<file path="src/rtl/jtvigil_romarb.sv">
// Round-robin arbiter sharing one SDRAM read slot between the two scroll-layer
// tile ROM requesters, each backed by a one-word tag/data buffer.
module jtvigil_romarb #(
  parameter logic [21:0] SCR1_OFFSET = 22'h08_0000,
  parameter logic [21:0] SCR2_OFFSET = 22'h0C_0000
) (
  input  logic        clk,
  input  logic        rst,
  input  logic [16:0] scr1_addr,
  input  logic        scr1_cs,
  output logic [31:0] scr1_data,
  output logic        scr1_ok,
  input  logic [17:0] scr2_addr,
  input  logic        scr2_cs,
  output logic [31:0] scr2_data,
  output logic        scr2_ok,
  output logic [21:0] sdram_addr,
  output logic        sdram_cs,
  input  logic        sdram_ok,
  input  logic [31:0] sdram_data
);

  typedef enum logic {ST_IDLE, ST_WAIT} state_t;

  state_t      state_q,      state_d;
  logic        sdram_cs_q,   sdram_cs_d;
  logic [21:0] sdram_addr_q, sdram_addr_d;
  logic        gnt_q,        gnt_d;        // 1 = scr2 holds the slot
  logic        ptr_q,        ptr_d;        // 1 = scr2 wins a tie
  logic [17:0] pend_tag_q,   pend_tag_d;
  logic        valid1_q,     valid1_d;
  logic [16:0] tag1_q,       tag1_d;
  logic [31:0] data1_q,      data1_d;
  logic        valid2_q,     valid2_d;
  logic [17:0] tag2_q,       tag2_d;
  logic [31:0] data2_q,      data2_d;

  logic miss1, miss2, pick_scr2;

  // State register
  always_ff @(posedge clk or posedge rst) begin
    if (rst) begin
      state_q      <= ST_IDLE;
      sdram_cs_q   <= 1'b0;
      sdram_addr_q <= '0;
      gnt_q        <= 1'b0;
      ptr_q        <= 1'b0;
      pend_tag_q   <= '0;
      valid1_q     <= 1'b0;
      tag1_q       <= '0;
      data1_q      <= '0;
      valid2_q     <= 1'b0;
      tag2_q       <= '0;
      data2_q      <= '0;
    end else begin
      // NOTE: non-blocking so every flop samples the pre-edge value of every other flop.
      state_q      <= state_d;
      sdram_cs_q   <= sdram_cs_d;
      sdram_addr_q <= sdram_addr_d;
      gnt_q        <= gnt_d;
      ptr_q        <= ptr_d;
      pend_tag_q   <= pend_tag_d;
      valid1_q     <= valid1_d;
      tag1_q       <= tag1_d;
      data1_q      <= data1_d;
      valid2_q     <= valid2_d;
      tag2_q       <= tag2_d;
      data2_q      <= data2_d;
    end
  end

  // Next-state logic
  always_comb begin
    // NOTE: every _d starts as its _q so no branch can leave one unassigned (no latch).
    state_d      = state_q;
    sdram_cs_d   = sdram_cs_q;
    sdram_addr_d = sdram_addr_q;
    gnt_d        = gnt_q;
    ptr_d        = ptr_q;
    pend_tag_d   = pend_tag_q;
    valid1_d     = valid1_q;
    tag1_d       = tag1_q;
    data1_d      = data1_q;
    valid2_d     = valid2_q;
    tag2_d       = tag2_q;
    data2_d      = data2_q;
    miss1        = scr1_cs & ~scr1_ok;
    miss2        = scr2_cs & ~scr2_ok;
    pick_scr2    = miss2 & (~miss1 | ptr_q);

    case (state_q)
      ST_IDLE: begin
        if (miss1 || miss2) begin
          state_d    = ST_WAIT;
          sdram_cs_d = 1'b1;
          gnt_d      = pick_scr2;
          ptr_d      = ~pick_scr2;
          if (pick_scr2) begin
            sdram_addr_d = SCR2_OFFSET + {4'd0, scr2_addr};
            pend_tag_d   = scr2_addr;
          end else begin
            sdram_addr_d = SCR1_OFFSET + {5'd0, scr1_addr};
            pend_tag_d   = {1'b0, scr1_addr};
          end
        end
      end
      ST_WAIT: begin
        // The fetch always completes into the buffer, even if cs dropped or the address moved.
        if (sdram_ok) begin
          state_d    = ST_IDLE;
          sdram_cs_d = 1'b0;
          if (gnt_q) begin
            data2_d  = sdram_data;
            tag2_d   = pend_tag_q;
            valid2_d = 1'b1;
          end else begin
            data1_d  = sdram_data;
            tag1_d   = pend_tag_q[16:0];
            valid1_d = 1'b1;
          end
        end
      end
      default: state_d = ST_IDLE;
    endcase
  end

  // Outputs: hits are combinational so ok follows cs/address in the same cycle
  always_comb begin
    scr1_ok    = scr1_cs & valid1_q & (tag1_q == scr1_addr);
    scr2_ok    = scr2_cs & valid2_q & (tag2_q == scr2_addr);
    scr1_data  = data1_q;
    scr2_data  = data2_q;
    sdram_cs   = sdram_cs_q;
    sdram_addr = sdram_addr_q;
  end

endmodule
</file>
<file path="config.mk">
export PLATFORM = sky130hd
export DESIGN_NAME = jtvigil_romarb
export DESIGN_NICKNAME = d
export VERILOG_FILES = /design/src/rtl/jtvigil_romarb.sv
export SDC_FILE = /design/constraint.sdc
export NUM_CORES = 1
export LEC_CHECK = 0
export ABC_AREA = 1
export CORE_ASPECT_RATIO = 1.5
export CORE_MARGIN = 10
export CORE_UTILIZATION = 43
export DETAILED_ROUTE_END_ITERATION = 8
export PLACE_DENSITY = 0.76
export SYNTH_ARGS = -nofsm -noshare
export SYNTH_HDL_FRONTEND = slang
export SYNTH_SLANG_ARGS = --single-unit
</file>
<file path="constraint.sdc">
create_clock -name clk -period 3.95 [get_ports clk]
set_input_delay 0.79 -clock clk [delete_from_list [all_inputs] [get_ports clk]]
set_output_delay 0.79 -clock clk [all_outputs]
set_load 0.005 [all_outputs]
</file>
### Yosys cells after proc, flatten, opt, wreduce, memory -nomap -nowiden

Cells that the tools add are included.

| operators by class | value |
|---|---|
| add/subtract/negate cells | 2 |
| eq/ne operators | 4 |
| bitwise operators | 14 |
| reductions and logical operators | 5 |
| mux-type cells | 8 |

Operator list:

| kind | count |
|---|---|
| $add 20x17->21 const A | 1 |
| $add 20x18->21 const A | 1 |
| $mux 21 | 1 |
| $eq 18x18->1 | 1 |
| $mux 18 | 1 |
| $eq 17x17->1 | 1 |
| $and 1x1->1 | 7 |
| $not 1->1 | 6 |
| $reduce_and 3->1 | 2 |
| $mux 1 | 4 |
| $ne 2x2->1 const B | 2 |
| $pmux 1 s2 | 2 |
| $reduce_and 2->1 | 2 |
| $logic_or 1x1->1 | 1 |
| $or 1x1->1 | 1 |

| storage, ports and cells | value |
|---|---|
| logic and storage cells | 45 |
| bits in registers | 145 |

### Logic depth before layout (Yosys ltp)

| depth | value |
|---|---|
| depth in word-level cells | 8 |
| mapped depth | 15 |

### Worst setup path after synthesis

No wires, ideal clock.

| path | value |
|---|---|
| path type | in2out |
| start | in scr1_addr[6] |
| end | out scr1_ok |
| arrival | 1.462 ns |
| required time | 3.160 ns |
| cell stages on the path | 5 |
| slack | 1.698 ns |
| cells stage by stage | xnor2_1 > nand3_1 > nor3_1 > nand3_1 > nor4_1 |

| on the way | value |
|---|---|
| word-level cells in the longest chain between the ends | 2 |

RTL lines:

| element | RTL line | source |
|---|---|---|
| from (decl) | 9 | `input logic [16:0] scr1_addr,` |
| $eq 17x17->1 | 129 | `scr1_ok = scr1_cs & valid1_q & (tag1_q == scr1_addr);` |
| $and 1x1->1 | 129 |  |
| to (decl) | 12 | `output logic scr1_ok,` |

Every way passes these cells.

### Worst setup path after layout

| path | value |
|---|---|
| start | in scr1_addr[8] |
| end | out scr1_ok |

The elaborated chain is that of the path after synthesis.

==> results.md <==
- The portion of total power attributed to sequential cells is 37.0%.
- The master of the slowest instance on the critical path is sky130_fd_sc_hd__clkdlybuf4s50_1.
- The global-route congestion overflow total is 0.
- The count of hold-fix buffers inserted at cts is 0.
- Sorting the synthesized cells by area gives the leading types as sky130_fd_sc_hd__dfrtp_1, sky130_fd_sc_hd__nand2_1, sky130_fd_sc_hd__o21ai_0.
- The number of DRC violations after detailed routing is 0.
- The post-route clock skew is 0.0104 ns.
- The count of fill cells added during filler insertion is 1193.
- The global-route total usage across every layer is 18.6%.
- The H-tree was split into 4 levels.
- The finished cells cover 0.00805 mm2.
- Entering global routing, the biggest net connects 68 pins.
- The overall via count from detail_route is 5003.
- Synthesis inferred 124 register bits.
- The type of the tightest min-delay check is reg -> reg.
- After clock tree synthesis, the clock-pin slew on the worst setup and hold paths is 0.05 ns.
- The root buffer cell is sky130_fd_sc_hd__clkbuf_16.
- Counting instances, the worst hold path has a depth of 1.
- The post-placement cell area is 0.00743 mm2.
- In this run the remaining antenna-violating nets after routing total 0.
- The ratio of cells with drive above 1 in the final layout is 6.33%.
- The internal power is 0.00401 W.
- Summed over all layers, the routed wires come to 16.7 mm.
- The actual slew at the worst max-slew pin is 0.973 ns.
- For this design, the sink count on the clock tree is 124.
- During placement, the flow inserted port buffers numbering 158.
- The final critical-path share of the clock period is 86.9%.
- The share of total power in the clock network is 27.6%.
- In the synthesized netlist, the number of instances is 719.
- The biggest area contributor in the post-synthesis netlist is sky130_fd_sc_hd__dfrtp_1.
- The number of setup violations in the final report is 0.
- The standard-cell row count is 51.
- The number of nets in the layout is 944.
- Power spread over the standard cell area amounts to 737 mW/mm2.
- The critical path data arrival time is 2.64 ns.
- The area of the core is 0.0130 mm2.
- The number of distinct standard cells referenced by the synthesized netlist is 32.
- For the worst setup path, the data required time is 3.16 ns.
- The clock latency reported for the late side of the worst-skew pair is 0.41 ns.
- Once detailed placement completed, the half-perimeter wirelength came to 12.1 mm.
- Static timing analysis puts the maximum clock frequency at 0.291 GHz.
- Yosys printed 0 warnings.
- Summing the sequential cell areas from Yosys gives 54.4% of the chip area.
- The max-cap violation count is 0.
- The maximum number of buffers from clock root to sink is 2.
- STA classifies the critical path startpoint as a primary input.
- The switching fraction of total power is 32.4%.
- The run finished with clean final reports.
- In this run the power spent charging and discharging nets is 0.00192 W.
- The mean area per synthesized cell is 7.93 um2.
- Of the total power, combinational logic draws 35.4%.
- The static leakage power is 4.02 nW.
- The remaining max-slew budget at the tightest pin is 35.0%.
- The capturing element type of the critical path is an output pin.
- The worst path in the final design needs a cycle of 3.43 ns, including I/O delays and setup.
- The library cell used most frequently in the layout, excluding fill and tap cells, is sky130_fd_sc_hd__nand2_1.
- The die is 114 um wide.
- The area growth from synthesis to layout is 41.2%.
- The worst-case IR drop observed on VDD is 0.432 mV.
- In this run the vertical extent of the chip is 161 um.
- The number of gates resized after CTS was 0.
- The sequential cells in the finished layout cover a total of 0.00310 mm2.
- In the routed layout, each cell is associated on average with a via count of 4.79.
- In the layout the commonest cells are sky130_fd_sc_hd__nand2_1, sky130_fd_sc_hd__clkdlybuf4s50_1, sky130_fd_sc_hd__dfrtp_1.
- By startpoint and endpoint, the worst setup path is classified as in -> out.
- The number of hold-slack violations in the final timing report came to 0.
- The full die area is 0.0184 mm2.
- The signal on the critical path passes through clkdlybuf4s50_1 > xnor2_1 > nand3_1 > nor2_1 > nand3_1 > nor4_1 > clkdlybuf4s50_1.
- The mapped netlist covers 0.00570 mm2.
- The synthesized design devotes to its leading area cell type 54.4% of total area.
- The number of antenna violations at the first check in global routing is 2.
- The I/O pin count is 161.
- The number of buffers added by the clock tree synthesis step is 17.
- The detailed router finished its first iteration with 221 violations.
- The post-CTS setup-driven buffer insertion count is 0.
- Setup total negative slack on the finished layout was measured at 0 ns.
- The worst-path maximum fanout is 2.
- Setup repair after global routing left no endpoint under its margin.
- The worst reg-to-reg path cell count is 11.
- TritonCTS built the clock tree.
- The largest single stage delay on the critical path is 0.56 ns.
- The number of pins with negative max-slew slack in the final report is 0.
- The multi-input logic area is 0.00202 mm2.
- The via count of the first global-routing pass is 5290.
- The initial standard-cell utilization of the core is 43.8%.
- The utilization of the core after routing is 61.8%.
- For this run, the detailed router's first-pass iteration total came to 4.
- The global-route wire length before repair is 27.2 mm.
- At the end of routability-driven placement, the weighted congestion stood at 0.852.
- The average wire length per cell after detail routing is 15.9 um.
## power groups by stage
stage	Combinational, W	Sequential [W]	Clock, W
3_5_place_dp	0.00212	0.00220	0
4_1_cts	0.00214	0.00219	0.00167
6_report	0.00210	0.00219	0.00163
5_1_grt	0.00236	0.00227	0.00172
3_3_place_gp	0.00209	0.00218	0
2_1_floorplan	0.000908	0.00219	0
## registers in the layout (all words and copies together) (netlist names)
name,flops
valid1_q,1
scr1_data,32
ptr_q,1
scr2_data,32
pend_tag_q,17
state_q,1
sdram_addr,3
tag2_q,18
sdram_cs,1
valid2_q,1
tag1_q,17
## kinds of logic (layout without fill, tap and decap cells)
group	after synthesis	in the layout	synth area share, %
AND/OR/NAND/NOR	337	337	24.6
buffers and inverters	142	307	10.2
flip-flops	124	124	54.4
AO/OA/AOI/OAI	108	108	9.61
XOR/XNOR	7	7	1.08
other	1	3	0.0658
## through the flow
step / hold slack (ns) / cells / total power, W / setup slack (ns)
floorplan: 0.434 / 720 / 0.00310 / 1.63
global placement: 0.450 / 1012 / 0.00427 / 0.564
detailed placement: 0.452 / 1012 / 0.00433 / 0.515
CTS: 0.468 / 1044 / 0.00600 / 0.517
global route: 0.472 / 1044 / 0.00636 / 0.381
finish: 0.465 / 1045 / 0.00593 / 0.517
## cell type report
class | instances | area share, %
Antenna cell | 1 | 0.0311
Clock buffer | 21 | 5.60
Clock inverter | 11 | 2.08
Inverter | 110 | 5.18
Multi-Input combinational cell | 454 | 25.2
Sequential cell | 124 | 38.6
Tap cell | 159 | 2.47
Timing Repair Buffer | 165 | 20.9
## cells in the mapped netlist (all sizes together)
| library cell | instances |
|---|---|
| nor2 | 23 |
| nand3b | 1 |
| or2 | 4 |
| inv | 110 |
| nor3 | 2 |
| buf | 14 |
| nand3 | 28 |
| conb | 1 |
| a21oi | 3 |
| xor2 | 1 |
| nand4 | 6 |
| o21ai | 104 |
| nor4 | 1 |
| dfrtp | 124 |
| nand2 | 272 |
| o2111ai | 1 |
| clkbuf | 18 |
| xnor2 | 6 |
## routing by layer
metal / track usage, % / part of all wire (%) / wire length [um] / vias up
met1: 19.0 / 36 / 6040 / 2316
met3: 6.01 / 6.8 / 1140 / 40
met2: 32.6 / 53 / 8830 / 145
met4: 10.1 / 3.8 / 625 / 2
met5: 0 / 0.078 / 13 / -
li1: - / - / - / 2500
## worst max-delay path: cells and delay by family
family | cells | cell delay (ns)
xor+xnor | 1 | 0.31
simple gates | 4 | 0.55
buf+inv | 2 | 1.00
## final timing paths
check,start,to,slack (ns)
worst max-delay path,scr1_addr[8],scr1_ok,0.52
worst min-delay path,sdram_addr[19],sdram_addr[19],0.46
worst max register to register,tag2_q[15],sdram_addr[17],1.84
worst min register to register,sdram_addr[19],sdram_addr[19],0.46
max in group asynchronous,rst,scr1_data[14],2.28
min in group asynchronous,rst,pend_tag_q[14],0.94
No activity file was read; power rests on OpenSTA's default activity.
